<file path="src/rtl/seg_scan_driver_pkg.sv">
// Shared definitions for the multiplexed 4-digit seven-segment driver.
// Holds the active-low segment patterns, in {g,f,e,d,c,b,a} order, and the digit-index type.
package seg_scan_driver_pkg;

  typedef logic [1:0] digit_idx_t;

  localparam digit_idx_t DIG_MIN_ONES  = 2'd0;
  localparam digit_idx_t DIG_MIN_TENS  = 2'd1;
  localparam digit_idx_t DIG_HOUR_ONES = 2'd2;
  localparam digit_idx_t DIG_HOUR_TENS = 2'd3;

  localparam logic [6:0] SEG_BLANK = 7'h7F;
  localparam logic [6:0] SEG_DASH  = 7'b0111111;

  localparam logic [6:0] SEG_0 = 7'b1000000;
  localparam logic [6:0] SEG_1 = 7'b1111001;
  localparam logic [6:0] SEG_2 = 7'b0100100;
  localparam logic [6:0] SEG_3 = 7'b0110000;
  localparam logic [6:0] SEG_4 = 7'b0011001;
  localparam logic [6:0] SEG_5 = 7'b0010010;
  localparam logic [6:0] SEG_6 = 7'b0000010;
  localparam logic [6:0] SEG_7 = 7'b1111000;
  localparam logic [6:0] SEG_8 = 7'b0000000;
  localparam logic [6:0] SEG_9 = 7'b0010000;

endpackage

</file>
<file path="src/rtl/seg_scan_driver_bcd_to_seg.sv">
// Combinational BCD to seven-segment decoder.
// Ports: bcd (4-bit digit in), seg (7-bit active-low {g,f,e,d,c,b,a} out).
// Non-BCD codes 10-15 decode to a dash.
module bcd_to_seg
  import seg_scan_driver_pkg::*;
(
  input  logic [3:0] bcd,
  output logic [6:0] seg
);

  always_comb begin
    seg = SEG_DASH;
    case (bcd)
      4'd0: seg = SEG_0;
      4'd1: seg = SEG_1;
      4'd2: seg = SEG_2;
      4'd3: seg = SEG_3;
      4'd4: seg = SEG_4;
      4'd5: seg = SEG_5;
      4'd6: seg = SEG_6;
      4'd7: seg = SEG_7;
      4'd8: seg = SEG_8;
      4'd9: seg = SEG_9;
      default: seg = SEG_DASH;
    endcase
  end

endmodule

</file>
<file path="src/rtl/seg_scan_driver.sv">
// Time-multiplexed driver for a 4-digit clock display (MM on the right, HH on the left).
// Ports:
//   clk, rst_n                    system clock, async active-low reset
//   min_first/min_second          BCD minute units/tens
//   hour_first/hour_second        BCD hour units/tens
//   mode_setcurrent               1 while minutes are being set (minute digits blink)
//   an                            active-low digit enables, an[0] = rightmost
//   seg                           active-low segments {g,f,e,d,c,b,a}
//   dp                            active-low colon, lit with the hour-units digit
// Each digit stays lit for SCAN_DIV clocks; blink phase toggles every BLINK_DIV full frames.
module seg_scan_driver
  import seg_scan_driver_pkg::*;
#(
  parameter int SCAN_DIV  = 100000,
  parameter int BLINK_DIV = 250
) (
  input  logic       clk,
  input  logic       rst_n,
  input  logic [3:0] min_first,
  input  logic [3:0] min_second,
  input  logic [3:0] hour_first,
  input  logic [3:0] hour_second,
  input  logic       mode_setcurrent,
  output logic [3:0] an,
  output logic [6:0] seg,
  output logic       dp
);

  localparam int PW = $clog2(SCAN_DIV);
  localparam int FW = (BLINK_DIV > 1) ? $clog2(BLINK_DIV) : 1;
  localparam logic [PW-1:0] PS_LAST = PW'(SCAN_DIV - 1);
  localparam logic [FW-1:0] FR_LAST = FW'(BLINK_DIV - 1);

  logic [PW-1:0] prescale;
  logic [FW-1:0] frame;
  digit_idx_t    idx;
  logic          blink_phase;
  logic          scan_tick;

  logic [3:0] digit_val;
  logic [6:0] seg_raw;
  logic       blank_min;
  logic       lead_zero;
  logic [3:0] an_next;
  logic [6:0] seg_next;
  logic       dp_next;

  assign scan_tick = (prescale == PS_LAST);

  always_ff @(posedge clk or negedge rst_n) begin
    if (!rst_n) begin
      prescale    <= '0;
      idx         <= DIG_MIN_ONES;
      frame       <= '0;
      blink_phase <= 1'b0;
    end else begin
      if (scan_tick) begin
        prescale <= '0;
        idx      <= idx + 2'd1;
        // A frame ends when the last digit hands back to digit 0.
        if (idx == DIG_HOUR_TENS) begin
          if (frame == FR_LAST) begin
            frame       <= '0;
            blink_phase <= ~blink_phase;
          end else begin
            frame <= frame + 1'b1;
          end
        end
      end else begin
        prescale <= prescale + 1'b1;
      end
    end
  end

  always_comb begin
    digit_val = min_first;
    case (idx)
      DIG_MIN_ONES:  digit_val = min_first;
      DIG_MIN_TENS:  digit_val = min_second;
      DIG_HOUR_ONES: digit_val = hour_first;
      DIG_HOUR_TENS: digit_val = hour_second;
      default:       digit_val = min_first;
    endcase
  end

  bcd_to_seg u_bcd_to_seg (
    .bcd (digit_val),
    .seg (seg_raw)
  );

  // Minute digits (index 0/1) go dark entirely during the off half of the blink.
  // Hour-tens zero blanks segments only; its enable still follows the scan.
  always_comb begin
    blank_min = mode_setcurrent && blink_phase && !idx[1];
    lead_zero = (idx == DIG_HOUR_TENS) && (hour_second == 4'd0);
    an_next   = blank_min ? 4'hF : ~(4'b0001 << idx);
    seg_next  = (blank_min || lead_zero) ? SEG_BLANK : seg_raw;
    dp_next   = (idx != DIG_HOUR_ONES);
  end

  always_ff @(posedge clk or negedge rst_n) begin
    if (!rst_n) begin
      an  <= 4'hF;
      seg <= SEG_BLANK;
      dp  <= 1'b1;
    end else begin
      an  <= an_next;
      seg <= seg_next;
      dp  <= dp_next;
    end
  end

endmodule

</file>
<file path="config.mk">
export PLATFORM = sky130hd
export DESIGN_NAME = seg_scan_driver
export DESIGN_NICKNAME = d
export VERILOG_FILES = /design/src/rtl/seg_scan_driver_pkg.sv /design/src/rtl/seg_scan_driver_bcd_to_seg.sv /design/src/rtl/seg_scan_driver.sv
export SDC_FILE = /design/constraint.sdc
export NUM_CORES = 1
export LEC_CHECK = 0
export ABC_AREA = 1
export BUFFER_PORTS_ARGS = -buffer_cell sky130_fd_sc_hd__buf_2
export CORE_ASPECT_RATIO = 1.4
export CORE_MARGIN = 2
export CORE_UTILIZATION = 52
export CTS_CLUSTER_DIAMETER = 40
export DETAILED_ROUTE_END_ITERATION = 7
export PLACE_DENSITY = 0.73
export REMOVE_ABC_BUFFERS = 1
export SKIP_LAST_GASP = 1
export SLEW_MARGIN = 20
export SYNTH_ARGS = -nofsm -noshare
export SYNTH_HDL_FRONTEND = slang
export SYNTH_SLANG_ARGS = --single-unit
</file>
<file path="constraint.sdc">
create_clock -name clk -period 3.4 [get_ports clk]
set_clock_uncertainty 0.15 [all_clocks]
set_input_delay 0.17 -clock clk [delete_from_list [all_inputs] [get_ports clk]]
set_output_delay 0.17 -clock clk [all_outputs]
set_load 0.01 [all_outputs]
</file>
* After elaboration in Yosys (flattened, before gate mapping)
Memory sizes are Yosys's and may differ from the RTL's.
Index checks and enable logic that the tools add are counted.
** Storage, ports and cells
- Memory bits (read-only) :: 112
- Logic and storage cells :: 34
- Memories kept :: 1
- Bits of input ports :: 19
- Flip-flop bits (word level) :: 40
- Output and inout port bits :: 12
** Cells by class
- Muxes and demuxes :: 5
- Bitwise logic cells :: 2
- Equality and inequality tests :: 6
- Add/sub/neg operators :: 3
- Reduce and logical (&&, ||, !) cells :: 9
- Shifts and indexed selects :: 1
** Memories
- (no name shown) :: depth 16, width 7, read ports 1, clocked after memory_dff 0, wr ports 0, RTL line seg_scan_driver_bcd_to_seg.sv:13 : case (bcd)
** Operator list (number)
- $add 17x1->17 const B :: 1
- $eq 17x17->1 const B :: 1
- $mux 17 :: 1
- $pmux 4 s4 :: 1
- $add 8x1->8 const B :: 1
- $eq 8x8->1 const B :: 1
- $mux 8 :: 1
- $mux 7 :: 1
- $eq 2x2->1 const B :: 2
- $logic_not 4->1 :: 1
- $mux 4 :: 1
- $not 4->4 :: 1
- $shl 1x2->4 const A :: 1
- $logic_and 1x1->1 :: 3
- $reduce_and 3->1 :: 1
- $add 2x1->2 const B :: 1
- $eq 2x1->1 const B :: 1
- $logic_not 2->1 :: 1
- $ne 2x2->1 const B :: 1
- $reduce_and 2->1 :: 1
- $logic_not 1->1 :: 1
- $logic_or 1x1->1 :: 1
- $not 1->1 :: 1

* Logic depth before layout (Yosys ltp)
- Depth in word-level cells :: 4
- Gate-level depth with buffers :: 11
- Mapped depth without buffers :: 11

* Cells and area by module
A second synthesis with hierarchy kept.
** Second synthesis, totals
- Cell total of the unflattened synthesis :: 318
- Area total of the unflattened synthesis :: 2411.1 um^2
** Modules (own cells, without submodules)
- seg_scan_driver :: cells an instance 283, area each 2224.6 um^2, times used 1
- bcd_to_seg :: cells an instance 35, area each 186.4 um^2, times used 1

* Worst setup path after synthesis
No wires, ideal clock.
- Kind :: reg2reg
- From :: reg idx[0]
- To :: reg seg[3]
- Data required time :: 3.190 ns
- Data arrival time :: 1.568 ns
- Clock period less this slack :: 1.778 ns
- Path slack :: 1.622 ns
- Cell stages (with the launch flop) :: 12
- Cells stage by stage :: dfrtp_1 inv_1 ha_1 inv_2 nand2_1 o21bai_1 ha_1 inv_1 nand2_1 nand2_1 nand2_1 nand2_1
** Between the ends
- Word-level cells in the longest chain between the ends :: 4
- Elaborated cells between the ends (all ways) :: 9
- Classes of those cells :: eq/ne (3); mux (2); reduce/logical (3); memory (1)
** RTL lines
- from (decl) :: RTL line seg_scan_driver.sv:36 : digit_idx_t idx;
- from (signal assigned) :: RTL line seg_scan_driver.sv:59 : idx <= idx + 2'd1;
- $eq 2x2->1 (tied with other cells) :: RTL line seg_scan_driver.sv:77, seg_scan_driver.sv:95
- $pmux 4 s4 or $logic_and 1x1->1 (tied branches) :: RTL line seg_scan_driver.sv:77, seg_scan_driver.sv:95
- $mem_v2 16x7 or $logic_or 1x1->1 (tied branches)
- $mux 7 (*) :: RTL line seg_scan_driver.sv:97 : seg_next = (blank_min || lead_zero) ? SEG_BLANK : seg_raw;
- net seg_next[3] :: RTL line seg_scan_driver.sv:45 : logic [6:0] seg_next;
- to (signal assigned) :: RTL line seg_scan_driver.sv:108 : seg <= seg_next;
- to (decl) :: RTL line seg_scan_driver.sv:25 : output logic [6:0] seg,
Mark *: on every way through the listed nets, which the timed path passes. The rest lies on a longest branch.
A chain may end at the register's enable or synchronous reset.

* Final worst setup path
Ends and elaborated chain as after synthesis.

==> metrics <==
status=complete, no violations; Final Util=62.1%; storage element area=990 µm²; Crit. End Element=flop; core area=4570 µm²; multi-input logic area=1320 µm²; NumNets Final=398; worst path cell trace=ha_1, nand2_1, nand2_1, o21bai_1, ha_1, inv_1, nand2_1, nand2_1, nand2_1, nand2_1; GP Congestion=0.870; CP Max Fanout=10; final hold vios=0; antenna violations before repair=0; TritonCTS Sinks=39; clock root buffer=clkbuf_8; max_cap viols=0; Peak VDD IR=0.000170 V; Layout fillers=456; share of layout cells above drive strength 1=23.6%; fin crit period=2.02 ns; Worst-Skew Late Latency=0.29 ns; final instance area=2840 µm²; sequential area share after synthesis=39.5%; # Post-CTS Setup Buffers=0; largest area contributor in the netlist=dfrtp_1; CP most frequent cell=nand2_1; Max Freq=0.496 GHz; ANT cells=0; total congestion overflow=0; clk buf depth=2; ys async rst share=100%; crit-path max cell delay=0.40 ns; Yosys Warn Count=0; count leader, synth=nand2_1; GRT Total Usage=20.6%; Critical Path RT=3.48 ns; Initial Util=54.8%; cell area after synthesis=2500 µm²; Boundary Pins=31; pre-CTS WS=1.39 ns; Setup TNS Final=0 ns; total number of vias=2079; crit path DAT=2.10 ns; first-pass iteration count of the detailed router=4; Post-DP HPWL=3820 µm; HP Class=in2reg; setup ws final=1.38 ns; Reg2Reg Depth=10; crit path to=seg[3]$_DFF_PN1_; Lkg Pwr=1.55 nW; Yosys top cell area share=28.0%; launch point of the worst path=idx[0]$_DFFE_PN0N_; Vert. Die Dim=86.1 µm; setup violators final=0; Placed Area=2710 µm²; vias in the first global route=2044; Post-Synthesis Cells=332; first-pass GRT wire length=8760 µm; Setup crit start kind=flop; WS Path Type=reg2reg; Post-synth top cells=nand2_1 (106), inv_1 (41), nor2_1 (39), dfrtp_1 (28), nand3_1 (21); clk slew on worst S/H paths=0.07 ns; area growth from synthesis to layout=13.4%; CTS tree=done; Worst R2R End=seg[3]$_DFF_PN1_; Worst path slowest cell=dfrtp_1; RSZ-0062 raised after global routing=false; die area=5390 µm²; dominant synthesized flop cell=dfrtp_1; Pwr Density=329 nW/µm²; top cells by area, synth=dfrtp_1 (28%), nand2_1 (16%), dfstp_2 (12%); FP Rows=29; total CTS buffers=5; WL/cell=11.2 µm; R2R Setup Slk=1.38 ns; Buffers on Ports=30; final slew viol count=0; level count of the clock H-tree=2; Die Wd=62.6 µm; #FFs+latches synth=39; WL final=4850 µm; Initial DRC Count=105; Slew HR=44.4%; number of distinct library cells after synthesis=32; Vias/cell=4.82; Synth Area per Inst=7.54 µm²; largest net degree at the start of global routing=40; period utilization=59.3%; RR Startpoint=idx[0]$_DFFE_PN0N_; Routed Antenna Nets=0; number of synthesized flops with an enable pin=0; DRC=0; worst-margin pin slew=0.834 ns
==> per-layer routing <==
layer	share of wire [%]	vias to the layer above	track usage, %
met2	52	43	38.2
li1	-	1099	-
met3	2.9	6	2.76
met5	0	-	0
met4	1.9	0	9.09
met1	43	931	23.6
==> how the worst min path moves through the flow <==
stage | startpoint | end | depth (start not counted)
CTS | mode_setcurrent | an[0]$_DFF_PN1_ | 3
finish | mode_setcurrent | an[1]$_DFF_PN1_ | 3
detailed placement | rst_n | frame[6]$_DFFE_PN0P_ | 1
global route | mode_setcurrent | an[0]$_DFF_PN1_ | 3
global placement | rst_n | frame[6]$_DFFE_PN0P_ | 1
floorplan | rst_n | blink_phase$_DFFE_PN0P_ | 0
==> cell type report <==
| class | count | area share (%) |
|---|---|---|
| sequential | 39 | 34.8 |
| multi-input combinational | 243 | 46.3 |
| tap | 62 | 2.73 |
| inverter | 48 | 6.34 |
| clock inverter | 2 | 1.23 |
| clock buffer | 6 | 2.91 |
| timing repair buffer | 31 | 5.64 |
==> flip-flops by register name (all words and copies together) (netlist names) <==
name / count
an: 4
blink_phase: 1
frame: 8
idx: 2
prescale: 17
seg: 7
==> logic make-up after synthesis <==
kind of cell	after synthesis	share of synthesized area, %
XOR/XNOR	9	3.15
flip-flops	39	39.5
buffers and inverters	50	7.95
adder cells (fa/ha/maj)	11	5.50
AO/OA/AOI/OAI	18	4.95
AND/OR/NAND/NOR	205	38.9
==> where the power goes <==
part / total (W) / leakage, nW / internal (W) / switching [W]
registers: 0.000477 / 0.492 / 0.000476 / 0.00000152
clock network: 0.000399 / 0.0612 / 0.000237 / 0.000161
logic: 0.0000580 / 0.996 / 0.0000232 / 0.0000349
==> placed cells by master, fill, tap and decap left out, types with 7 or more instances in the layout <==
cell,instances
dfrtp_1,28
inv_1,41
xor2_1,7
ha_1,11
nand3_1,21
nand2_2,8
nor2_2,7
inv_2,7
buf_2,30
nor2_1,39
nand2_1,106
dfstp_2,11
==> worst max-delay path, delay by kind of cell (launching register included) <==
family	cells	cell delay [ns]
buffers and inverters	1	0.06
and+or+nand+nor	6	0.38
DFF	1	0.40
AOI/OAI and AO/OA	1	0.29
adders and majority gates	2	0.67
==> through the flow <==
step / total power [W] / instances / hold slack (ns)
6_report: 0.000934 / 431 / 0.0302
5_1_grt: 0.000971 / 431 / 0.0264
4_1_cts: 0.000947 / 431 / 0.0242
3_5_place_dp: 0.000544 / 422 / 0.172
3_3_place_gp: 0.000544 / 422 / 0.172
2_1_floorplan: 0.000514 / 330 / -0.276
==> repair_timing <==
item,in CTS,in global routing
hold endpoints to repair,28,0
resized for setup,0,0
hold buffers,1,0
Power figures use the tool's default switching activity.
